<file path="src/rtl/alu_issue_if.sv">
// Handshake and ALU-side bus for the alu_issue stage.
// slave: stage view; master: requester/ALU/retire view.
interface alu_issue_if #(
    parameter int WIDTH = 8
);
    logic             req_valid;
    logic             req_ready;
    logic [2:0]       req_op;
    logic [2:0]       req_rd;
    logic [2:0]       req_rs;
    logic [2:0]       req_rt;
    logic             req_imm_en;
    logic [WIDTH-1:0] req_imm;
    logic [WIDTH-1:0] alu_a;
    logic [WIDTH-1:0] alu_b;
    logic [2:0]       alu_cont;
    logic [WIDTH-1:0] alu_result;
    logic             done_valid;
    logic [2:0]       done_rd;
    logic [WIDTH-1:0] done_data;

    modport slave (
        input  req_valid, req_op, req_rd, req_rs, req_rt,
        input  req_imm_en, req_imm, alu_result,
        output req_ready, alu_a, alu_b, alu_cont,
        output done_valid, done_rd, done_data
    );

    modport master (
        output req_valid, req_op, req_rd, req_rs, req_rt,
        output req_imm_en, req_imm, alu_result,
        input  req_ready, alu_a, alu_b, alu_cont,
        input  done_valid, done_rd, done_data
    );
endinterface

</file>
<file path="src/rtl/alu_issue.sv">
// Issue/writeback stage around a registered ALU: IDLE -> ISSUE -> WB.
// Optional DBG_RF_PORT_EN adds a combinational register-file peek port.
module alu_issue #(
    parameter int WIDTH = 8,
    parameter int NREG  = 8
) (
    input  logic             clk,
    input  logic             rst_n,
    alu_issue_if.slave       bus
`ifdef DBG_RF_PORT_EN
    ,
    input  logic [2:0]       dbg_addr,
    output logic [WIDTH-1:0] dbg_data
`endif
);

    typedef enum logic [1:0] {
        S_IDLE  = 2'd0,
        S_ISSUE = 2'd1,
        S_WB    = 2'd2
    } state_t;

    state_t           r_state;
    logic [WIDTH-1:0] r_rf [NREG];
    logic [WIDTH-1:0] r_alu_a;
    logic [WIDTH-1:0] r_alu_b;
    logic [2:0]       r_alu_cont;
    logic [2:0]       r_rd;
    logic             r_done_valid;
    logic [2:0]       r_done_rd;
    logic [WIDTH-1:0] r_done_data;

    logic [WIDTH-1:0] w_rs_data;
    logic [WIDTH-1:0] w_rt_data;

    // r0 is never written, but the guard keeps the zero explicit
    assign w_rs_data = (bus.req_rs == 3'd0) ? '0 : r_rf[bus.req_rs];
    assign w_rt_data = (bus.req_rt == 3'd0) ? '0 : r_rf[bus.req_rt];

    always_ff @(posedge clk or negedge rst_n) begin
        if (!rst_n) begin
            r_state      <= S_IDLE;
            for (int i = 0; i < NREG; i++) r_rf[i] <= '0;
            r_alu_a      <= '0;
            r_alu_b      <= '0;
            r_alu_cont   <= 3'b000;
            r_rd         <= 3'd0;
            r_done_valid <= 1'b0;
            r_done_rd    <= 3'd0;
            r_done_data  <= '0;
        end else begin
            r_done_valid <= 1'b0;
            unique case (r_state)
                S_IDLE: begin
                    if (bus.req_valid) begin
                        r_alu_a    <= w_rs_data;
                        r_alu_b    <= bus.req_imm_en ? bus.req_imm : w_rt_data;
                        r_alu_cont <= bus.req_op;
                        r_rd       <= bus.req_rd;
                        r_state    <= S_ISSUE;
                    end
                end
                S_ISSUE: r_state <= S_WB;
                S_WB: begin
                    if (r_rd != 3'd0) r_rf[r_rd] <= bus.alu_result;
                    r_done_valid <= 1'b1;
                    r_done_rd    <= r_rd;
                    r_done_data  <= bus.alu_result;
                    r_state      <= S_IDLE;
                end
                default: r_state <= S_IDLE;
            endcase
        end
    end

    assign bus.req_ready  = (r_state == S_IDLE);
    assign bus.alu_a      = r_alu_a;
    assign bus.alu_b      = r_alu_b;
    assign bus.alu_cont   = r_alu_cont;
    assign bus.done_valid = r_done_valid;
    assign bus.done_rd    = r_done_rd;
    assign bus.done_data  = r_done_data;

`ifdef DBG_RF_PORT_EN
    assign dbg_data = (dbg_addr == 3'd0) ? '0 : r_rf[dbg_addr];
`endif

endmodule

</file>
<file path="src/flat_wrapper.sv">
// flat-port wrapper written by rule: the top's interface ports become plain ports
module alu_issue_flat 
#(
    parameter int WIDTH = 8,
    parameter int NREG  = 8
)
  (clk, rst_n, bus_req_valid, bus_req_op, bus_req_rd, bus_req_rs, bus_req_rt, bus_req_imm_en, bus_req_imm, bus_alu_result, bus_req_ready, bus_alu_a, bus_alu_b, bus_alu_cont, bus_done_valid, bus_done_rd, bus_done_data);
  alu_issue_if #(.WIDTH(WIDTH)) bus_i ();
  input  logic clk;
  input  logic rst_n;
  input wire logic [$bits(bus_i.req_valid)-1:0] bus_req_valid;
  input wire logic [$bits(bus_i.req_op)-1:0] bus_req_op;
  input wire logic [$bits(bus_i.req_rd)-1:0] bus_req_rd;
  input wire logic [$bits(bus_i.req_rs)-1:0] bus_req_rs;
  input wire logic [$bits(bus_i.req_rt)-1:0] bus_req_rt;
  input wire logic [$bits(bus_i.req_imm_en)-1:0] bus_req_imm_en;
  input wire logic [$bits(bus_i.req_imm)-1:0] bus_req_imm;
  input wire logic [$bits(bus_i.alu_result)-1:0] bus_alu_result;
  output wire logic [$bits(bus_i.req_ready)-1:0] bus_req_ready;
  output wire logic [$bits(bus_i.alu_a)-1:0] bus_alu_a;
  output wire logic [$bits(bus_i.alu_b)-1:0] bus_alu_b;
  output wire logic [$bits(bus_i.alu_cont)-1:0] bus_alu_cont;
  output wire logic [$bits(bus_i.done_valid)-1:0] bus_done_valid;
  output wire logic [$bits(bus_i.done_rd)-1:0] bus_done_rd;
  output wire logic [$bits(bus_i.done_data)-1:0] bus_done_data;
  assign bus_i.req_valid = bus_req_valid;
  assign bus_i.req_op = bus_req_op;
  assign bus_i.req_rd = bus_req_rd;
  assign bus_i.req_rs = bus_req_rs;
  assign bus_i.req_rt = bus_req_rt;
  assign bus_i.req_imm_en = bus_req_imm_en;
  assign bus_i.req_imm = bus_req_imm;
  assign bus_i.alu_result = bus_alu_result;
  assign bus_req_ready = bus_i.req_ready;
  assign bus_alu_a = bus_i.alu_a;
  assign bus_alu_b = bus_i.alu_b;
  assign bus_alu_cont = bus_i.alu_cont;
  assign bus_done_valid = bus_i.done_valid;
  assign bus_done_rd = bus_i.done_rd;
  assign bus_done_data = bus_i.done_data;
  alu_issue #(.WIDTH(WIDTH), .NREG(NREG)) u_core (.clk(clk), .rst_n(rst_n), .bus(bus_i));
endmodule
</file>
<file path="config.mk">
export PLATFORM = sky130hd
export DESIGN_NAME = alu_issue_flat
export DESIGN_NICKNAME = d
export VERILOG_FILES = /design/src/rtl/alu_issue_if.sv /design/src/rtl/alu_issue.sv /design/src/flat_wrapper.sv
export SDC_FILE = /design/constraint.sdc
export NUM_CORES = 1
export LEC_CHECK = 0
export BUFFER_PORTS_ARGS = -buffer_cell sky130_fd_sc_hd__buf_4
export CORE_MARGIN = 2
export CORE_UTILIZATION = 57
export DETAILED_ROUTE_END_ITERATION = 12
export GPL_TIMING_DRIVEN = 0
export PLACE_DENSITY = 0.81
export REMOVE_ABC_BUFFERS = 1
export SLEW_MARGIN = 20
export SYNTH_ARGS = -nofsm -noshare
export SYNTH_HDL_FRONTEND = slang
export SYNTH_SLANG_ARGS = --single-unit
</file>
<file path="constraint.sdc">
create_clock -name clk -period 1.85 [get_ports clk]
set_input_delay 0.0925 -clock clk [delete_from_list [all_inputs] [get_ports clk]]
set_output_delay 0.0925 -clock clk [all_outputs]
set_load 0.005 [all_outputs]
</file>
==> results of run 1 <==
==> cell usage after synthesis (all sizes together) (2+ instances only) <==
| master | count | area share |
|---|---|---|
| dfrtp | 92 | 0.51 |
| mux2 | 76 | 0.20 |
| nand2 | 56 | 0.048 |
| mux2i | 26 | 0.058 |
| buf | 14 | 0.018 |
| nor2 | 14 | 0.012 |
| o221ai | 10 | 0.019 |
| clkbuf | 9 | 0.0075 |
| a22oi | 8 | 0.013 |
| a21oi | 7 | 0.0078 |
| o22a | 7 | 0.014 |
| nand3b | 6 | 0.010 |
| nor2b | 5 | 0.0070 |
| o31ai | 5 | 0.0084 |
| a221oi | 4 | 0.0078 |
| and3 | 4 | 0.0056 |
| nand2b | 4 | 0.0072 |
| nor3b | 4 | 0.012 |
| o22ai | 4 | 0.0056 |
| o221a | 3 | 0.0075 |
| a211oi | 2 | 0.0033 |
| inv | 2 | 0.0017 |
| nor3 | 2 | 0.0033 |
| o21ai | 2 | 0.0022 |
==> area by class of cell <==
| class | count | share of cell area |
|---|---|---|
| flip-flops and latches | 92 | 0.4228 |
| clock buffers | 12 | 0.02849 |
| repair buffers | 84 | 0.1278 |
| clock inverters | 2 | 0.006434 |
| multi-input cells | 253 | 0.3844 |
| inverters | 3 | 0.006664 |
| well taps | 102 | 0.02344 |
==> final timing paths <==
path	cells after the start	to	start	slack, ps
setup / recovery	4	u_core.bus.alu_b[3]	u_core.r_state[1]	50
hold / removal	3	u_core.bus.done_data[2]	bus_alu_result[2]	4
setup reg to reg	4	u_core.bus.alu_b[3]	u_core.r_state[1]	50
hold reg to reg	2	u_core.bus.done_data[0]	u_core.bus.done_data[0]	490
max in group asynchronous	3	u_core.bus.alu_b[7]	rst_n	920
min in group asynchronous	2	u_core.bus.done_valid	rst_n	290
==> registers in the layout, summed over array words and instances, names as in the netlist <==
signal                 flops
u_core.bus.alu_a           8
u_core.bus.alu_b           8
u_core.bus.alu_cont        3
u_core.bus.done_data       8
u_core.bus.done_rd         3
u_core.bus.done_valid      1
u_core.r_rd                3
u_core.r_rf               56
u_core.r_state             2
==> power breakdown <==
group,leakage [nW],switching [mW],internal (mW)
Combinational,1.33,0.854,1.37
Sequential,1.14,0.606,2.82
Clock,0.0983,0.673,0.683
Total,2.57,2.13,4.88
==> critical path, cell delays in order (launching register included) <==
cell and delay (ps):
dfrtp_1 440, or3b_4 540, inv_12 190, nand2b_1 220, o31ai_2 320
==> timing repair <==
action / CTS / global route
hold endpoints to repair: 59 / 0
gates resized for setup: 9 / 4
setup endpoints to repair: 62 / 22
hold buffers: 13 / 0
buffers inserted: 5 / 2
pin swaps: 3 / 0
==> logic make-up after synthesis <==
group	after synthesis	share of synthesized area
AND/OR/NAND/NOR	97	0.1089
buffers and inverters	26	0.02784
multiplexers	103	0.2600
AO/OA/AOI/OAI	53	0.09103
flip-flops	92	0.5122
==> layer usage <==
layer  up-vias  part of all wire  track usage
met5         -                 0            0
met3        18             0.044      0.05858
met4         0             0.019      0.09436
li1       1488                 -            -
met2        83              0.52       0.4475
met1      1683              0.42       0.3639
==> impl_metrics.py, run 1 <==
metrics = {
    "floorplanning": {
        "fp.dieH_um": 92.80,
        "io_pins": 64,
        "die_x_um": 92.80,
        "rows": 32,
        "coreArea_um2": 7687,
        "die_area_um2": 8611,
        "initial_core_util": 0.5846,
    },
    "setup_path": {
        "cp.required_ps": 2120,
        "path_class": "reg -> reg",
        "critPathLaunchType": "flip-flop",
        "path_max_fanout": 34,
        "worstSetupEndpointType": "flip-flop",
        "crit_arrival_ps": 2070,
    },
    "placement": {
        "placed_cell_area_um2": 5010,
        "dpl.hpwl_um": 6976,
        "dp.cells": 514,
        "finalWeightedCongestion": 0.8417,
        "post-place-ws_ps": -577.1,
        "port_buffers": 63,
    },
    "finish": {
        "nNetsFinal": 475,
        "fillers": 554,
        "drive_gt1_frac": 0.3946,
        "n_antenna_cell": 0,
        "multiInputGateArea_um2": 2093,
        "fin_util": 0.7083,
        "stdcell_count": 548,
        "mostFrequentLayoutCells": "92 x dfrtp_1, 69 x buf_4, 68 x mux2_2",
        "seq_area_um2": 2302,
        "layout_commonest_cell": "dfrtp_1",
        "finalInstanceArea_um2": 5445,
        "syn2layout_area_growth_pct": 21.16,
    },
    "detailed_routing": {
        "drc": 0,
        "vias_per_cell": 5.971,
        "vias": 3272,
        "wirelength_um": 11070,
        "dr.pass1.iters": 4,
        "drt_first_iter_violations": 308,
        "postRouteAntennaNets": 0,
        "wl_per_cell_um": 20.20,
    },
    "pwr": {
        "p_total_mw": 7.012,
        "power.density_nw_per_um2": 1288,
        "leakage_nw": 2.568,
        "max-vdd-ir-drop_mv": 0.6362,
    },
    "timing": {
        "slew_viol_final": 0,
        "period_share": 0.9744,
        "final_hold_viol_count": 0,
        "slew-limit-headroom": 0.5787,
        "whs_ps": 4.032,
        "period_needed_ps": 1803,
        "tightest_slew_ps": 632.0,
        "finalSetupViolCount": 0,
        "fin_tns_setup_ps": 0,
        "max_freq_mhz": 554.7,
        "layout_setup_ws_ps": 47.36,
        "skew_ps": 4.542,
        "rsz0062_at_grt": "yes",
    },
    "global_route": {
        "grt_pass1_vias": 3226,
        "grt_pass1_wl_um": 17600,
        "antenna_found_initial": 0,
        "grt_usage": 0.2735,
        "overflow": 0,
        "grt_max_degree": 49,
    },
    "clock_network": {
        "cts_sinks": 92,
        "cts_tree": "yes",
        "htree_levels": 3,
        "cts.clk_slew.worst_paths_ps": 80,
        "clk_latency_ps": 360,
        "cts_buffers": 9,
        "cts_buffer_depth": 2,
        "clockRootBuffer": "clkbuf_8",
    },
    "yosys": {
        "synth.distinct_cells": 39,
        "syn_area_um2": 4494,
        "avgSynthCellArea_um2": 12.11,
        "synth_async_sr_flop_share": 1.000,
        "seq_area_frac_synth": 0.5122,
        "synth_warnings": 0,
        "dominantRegCellSynth": "dfrtp_1",
        "synth_edf_count": 0,
        "synth_cells": 371,
        "ys_ff_latch": 92,
    },
    "job": {
        "cap_violations": 0,
    },
    "hold_path": {
        "hp-class": "in -> reg",
    },
    "run_status": {
        "outcome": "complete, no violations",
    },
}
(Power assumes the default switching activity.)
==> inputs of run 2 (changes only) <==
--- a/config.mk
+++ b/config.mk
@@ -7,10 +7,10 @@
 export LEC_CHECK = 0
 export BUFFER_PORTS_ARGS = -buffer_cell sky130_fd_sc_hd__buf_4
 export CORE_MARGIN = 2
-export CORE_UTILIZATION = 57
+export CORE_UTILIZATION = 51
 export DETAILED_ROUTE_END_ITERATION = 12
 export GPL_TIMING_DRIVEN = 0
-export PLACE_DENSITY = 0.81
+export PLACE_DENSITY = 0.77
 export REMOVE_ABC_BUFFERS = 1
 export SLEW_MARGIN = 20
 export SYNTH_ARGS = -nofsm -noshare
==> constraint.sdc (replaced) <==
create_clock -name clk -period 1.5 [get_ports clk]
set_input_delay 0.075 -clock clk [delete_from_list [all_inputs] [get_ports clk]]
set_output_delay 0.075 -clock clk [all_outputs]
set_load 0.005 [all_outputs]
==> impl_metrics.py, run 2 (synthesis gave the netlist of run 1 again) <==
metrics = {
    "run_status": {
        "outcome": "finished, violations left",
        "violations": "negative setup slack",
    },
    "floorplanning": {
        "initial_core_util": 0.5204,
        "io_pins": 64,
        "die_area_um2": 9580,
        "coreArea_um2": 8636,
        "rows": 34,
        "fp.dieH_um": 97.88,
        "die_x_um": 97.88,
    },
    "setup_path": {
        "crit_chain": "nand2b_4 -> clkinv_8 -> nand2_8 -> or3_4 -> mux2_4",
        "path_max_fanout": 8,
        "critPathMaxStageDelay_ps": 470,
        "critPathSlowestCell": "or3_4",
        "r2r_end": "u_core.r_rf[42]",
        "r2r_slack_ps": -160,
        "crit_arrival_ps": 1910,
        "cp_num_buf_inv": 1,
        "r2r_start": "u_core.r_state[0]",
        "cp.required_ps": 1750,
        "critPathLaunchType": "flip-flop",
        "worst_r2r_path_depth": 5,
        "worstSetupEndpointType": "flip-flop",
        "crit_family": "simple AND/OR/NAND/NOR gates",
        "path_class": "reg -> reg",
    },
    "pwr": {
        "leakage_nw": 2.752,
        "max-vdd-ir-drop_mv": 0.7403,
        "power.density_nw_per_um2": 1561,
    },
    "clock_network": {
        "clockRootBuffer": "clkbuf_8",
        "cts_buffers": 9,
        "htree_levels": 3,
        "clk_latency_ps": 370,
        "cts.clk_slew.worst_paths_ps": 90,
        "cts_tree": "yes",
        "cts_buffer_depth": 2,
        "cts_sinks": 92,
    },
    "timing": {
        "finalSetupViolCount": 72,
        "period_share": 1.104,
        "final_hold_viol_count": 0,
        "max_freq_mhz": 603.9,
        "skew_ps": 14.06,
        "rsz0062_at_grt": "yes",
        "slew_viol_final": 0,
        "period_needed_ps": 1656,
        "slew-limit-headroom": 0.5736,
        "tightest_slew_ps": 638.3,
        "layout_setup_ws_ps": -156.0,
    },
    "job": {
        "cap_violations": 0,
    },
    "finish": {
        "syn2layout_area_growth_pct": 32.99,
        "drive_gt1_frac": 0.4809,
        "mostFrequentLayoutCells": "90 x dfrtp_1, 81 x buf_4, 55 x nand2_1",
        "finalInstanceArea_um2": 5977,
        "largest_register_ffs": 56,
        "nNetsFinal": 500,
        "n_antenna_cell": 0,
        "layout_commonest_cell": "dfrtp_1",
        "regMostFlops": "u_core.r_rf",
    },
    "global_route": {
        "overflow": 0,
        "antenna_found_initial": 0,
        "grt_pass1_vias": 3565,
        "grt_max_degree": 60,
        "grt_pass1_wl_um": 19290,
        "grt_usage": 0.2584,
    },
    "hold_path": {
        "worst_hold_path.num_cells": 3,
        "hp-class": "in -> reg",
        "hold_start": "bus_alu_result[5]",
        "whs_endpoint": "u_core.bus.done_data[5]",
    },
    "placement": {
        "port_buffers": 63,
        "post-place-ws_ps": -923.4,
        "placed_cell_area_um2": 5017,
        "dpl.hpwl_um": 7055,
        "finalWeightedCongestion": 0.8268,
    },
    "detailed_routing": {
        "drc": 0,
        "wl_per_cell_um": 22.37,
        "vias_per_cell": 6.157,
        "drt_first_iter_violations": 200,
        "dr.pass1.iters": 5,
        "wirelength_um": 12980,
        "vias": 3571,
        "postRouteAntennaNets": 0,
    },
}
==> run 2: changes by cell type in the layout (fill, tap and decap cells not counted), sizes merged <==
| cell | before | now |
|---|---|---|
| clkbuf | 12 | 11 |
| clkinv | 2 | 3 |
| clkinvlp | 0 | 2 |
| inv | 2 | 4 |
| dlygate4sd3 | 13 | 14 |
| buf | 71 | 92 |
==> run 2: power breakdown <==
part | internal, mW | leakage, nW | switching, mW
registers | 3.48 | 1.13 | 0.814
clock network | 0.806 | 0.0914 | 0.897
logic | 2.00 | 1.53 | 1.32
total | 6.29 | 2.75 | 3.03
==> run 2: how the worst max path moves through the flow <==
stage | depth (start not counted) | startpoint | endpoint | slack [ps]
5_1_grt | 4 | u_core.r_state[1] | u_core.bus.alu_b[7] | -200
2_1_floorplan | 5 | u_core.r_state[1] | u_core.bus.alu_b[6] | -310
3_3_place_gp | 5 | u_core.r_state[1] | u_core.bus.alu_b[6] | -910
4_1_cts | 5 | u_core.r_state[0] | u_core.r_rf[46] | -180
3_5_place_dp | 5 | u_core.r_state[1] | u_core.bus.alu_b[6] | -920
6_report | 5 | u_core.r_state[0] | u_core.r_rf[42] | -160
==> run 2: through the flow <==
stage | utilization | setup TNS, ps | std cells | hold WS [ps] | total power, mW
after CTS | 0.6624 | -3373 | 571 | 19.61 | 8.898
final | 0.6921 | -5739 | 580 | 10.07 | 9.328
after floorplan | - | -8617 | 348 | -220.6 | 5.776
after detailed placement | 0.5810 | -40340 | 520 | 57.82 | 6.913
after global placement | 0.5778 | -38380 | 519 | 265.2 | 6.733
after global routing | 0.6921 | -9742 | 580 | 9.321 | 9.765
==> run 2: final cells by class <==
class,instances,area (µm²)
Multi-Input combinational cell,253,2361
Clock buffer,11,141.4
Timing Repair Buffer,106,914.6
Fill cell,568,2659
Clock inverter,4,50.05
Sequential cell,92,2305
Timing Repair inverter,3,33.78
Tap cell,108,135.1
Inverter,3,36.28
==> run 2: timing repair <==
item,in CTS,in global routing
gates cloned,1,2
resized for setup,40,38
setup endpoints to repair,79,78
hold endpoints to repair,46,0
hold buffers,14,0
setup buffers,21,8
pin swaps,9,16
==> run 2: worst min-delay path, delay by kind of cell <==
family	cells	cell delay, ps
buffers and inverters	1	140
and+or+nand+nor	2	120
==> run 2: per-layer routing <==
| layer | global-route usage | vias to the layer above | wire length (µm) |
|---|---|---|---|
| met5 | 0 | - | 0 |
| met4 | 0.1175 | 0 | 510 |
| met3 | 0.03722 | 41 | 742 |
| met2 | 0.4247 | 170 | 6519 |
| met1 | 0.3412 | 1824 | 5204 |
| li1 | - | 1536 | - |
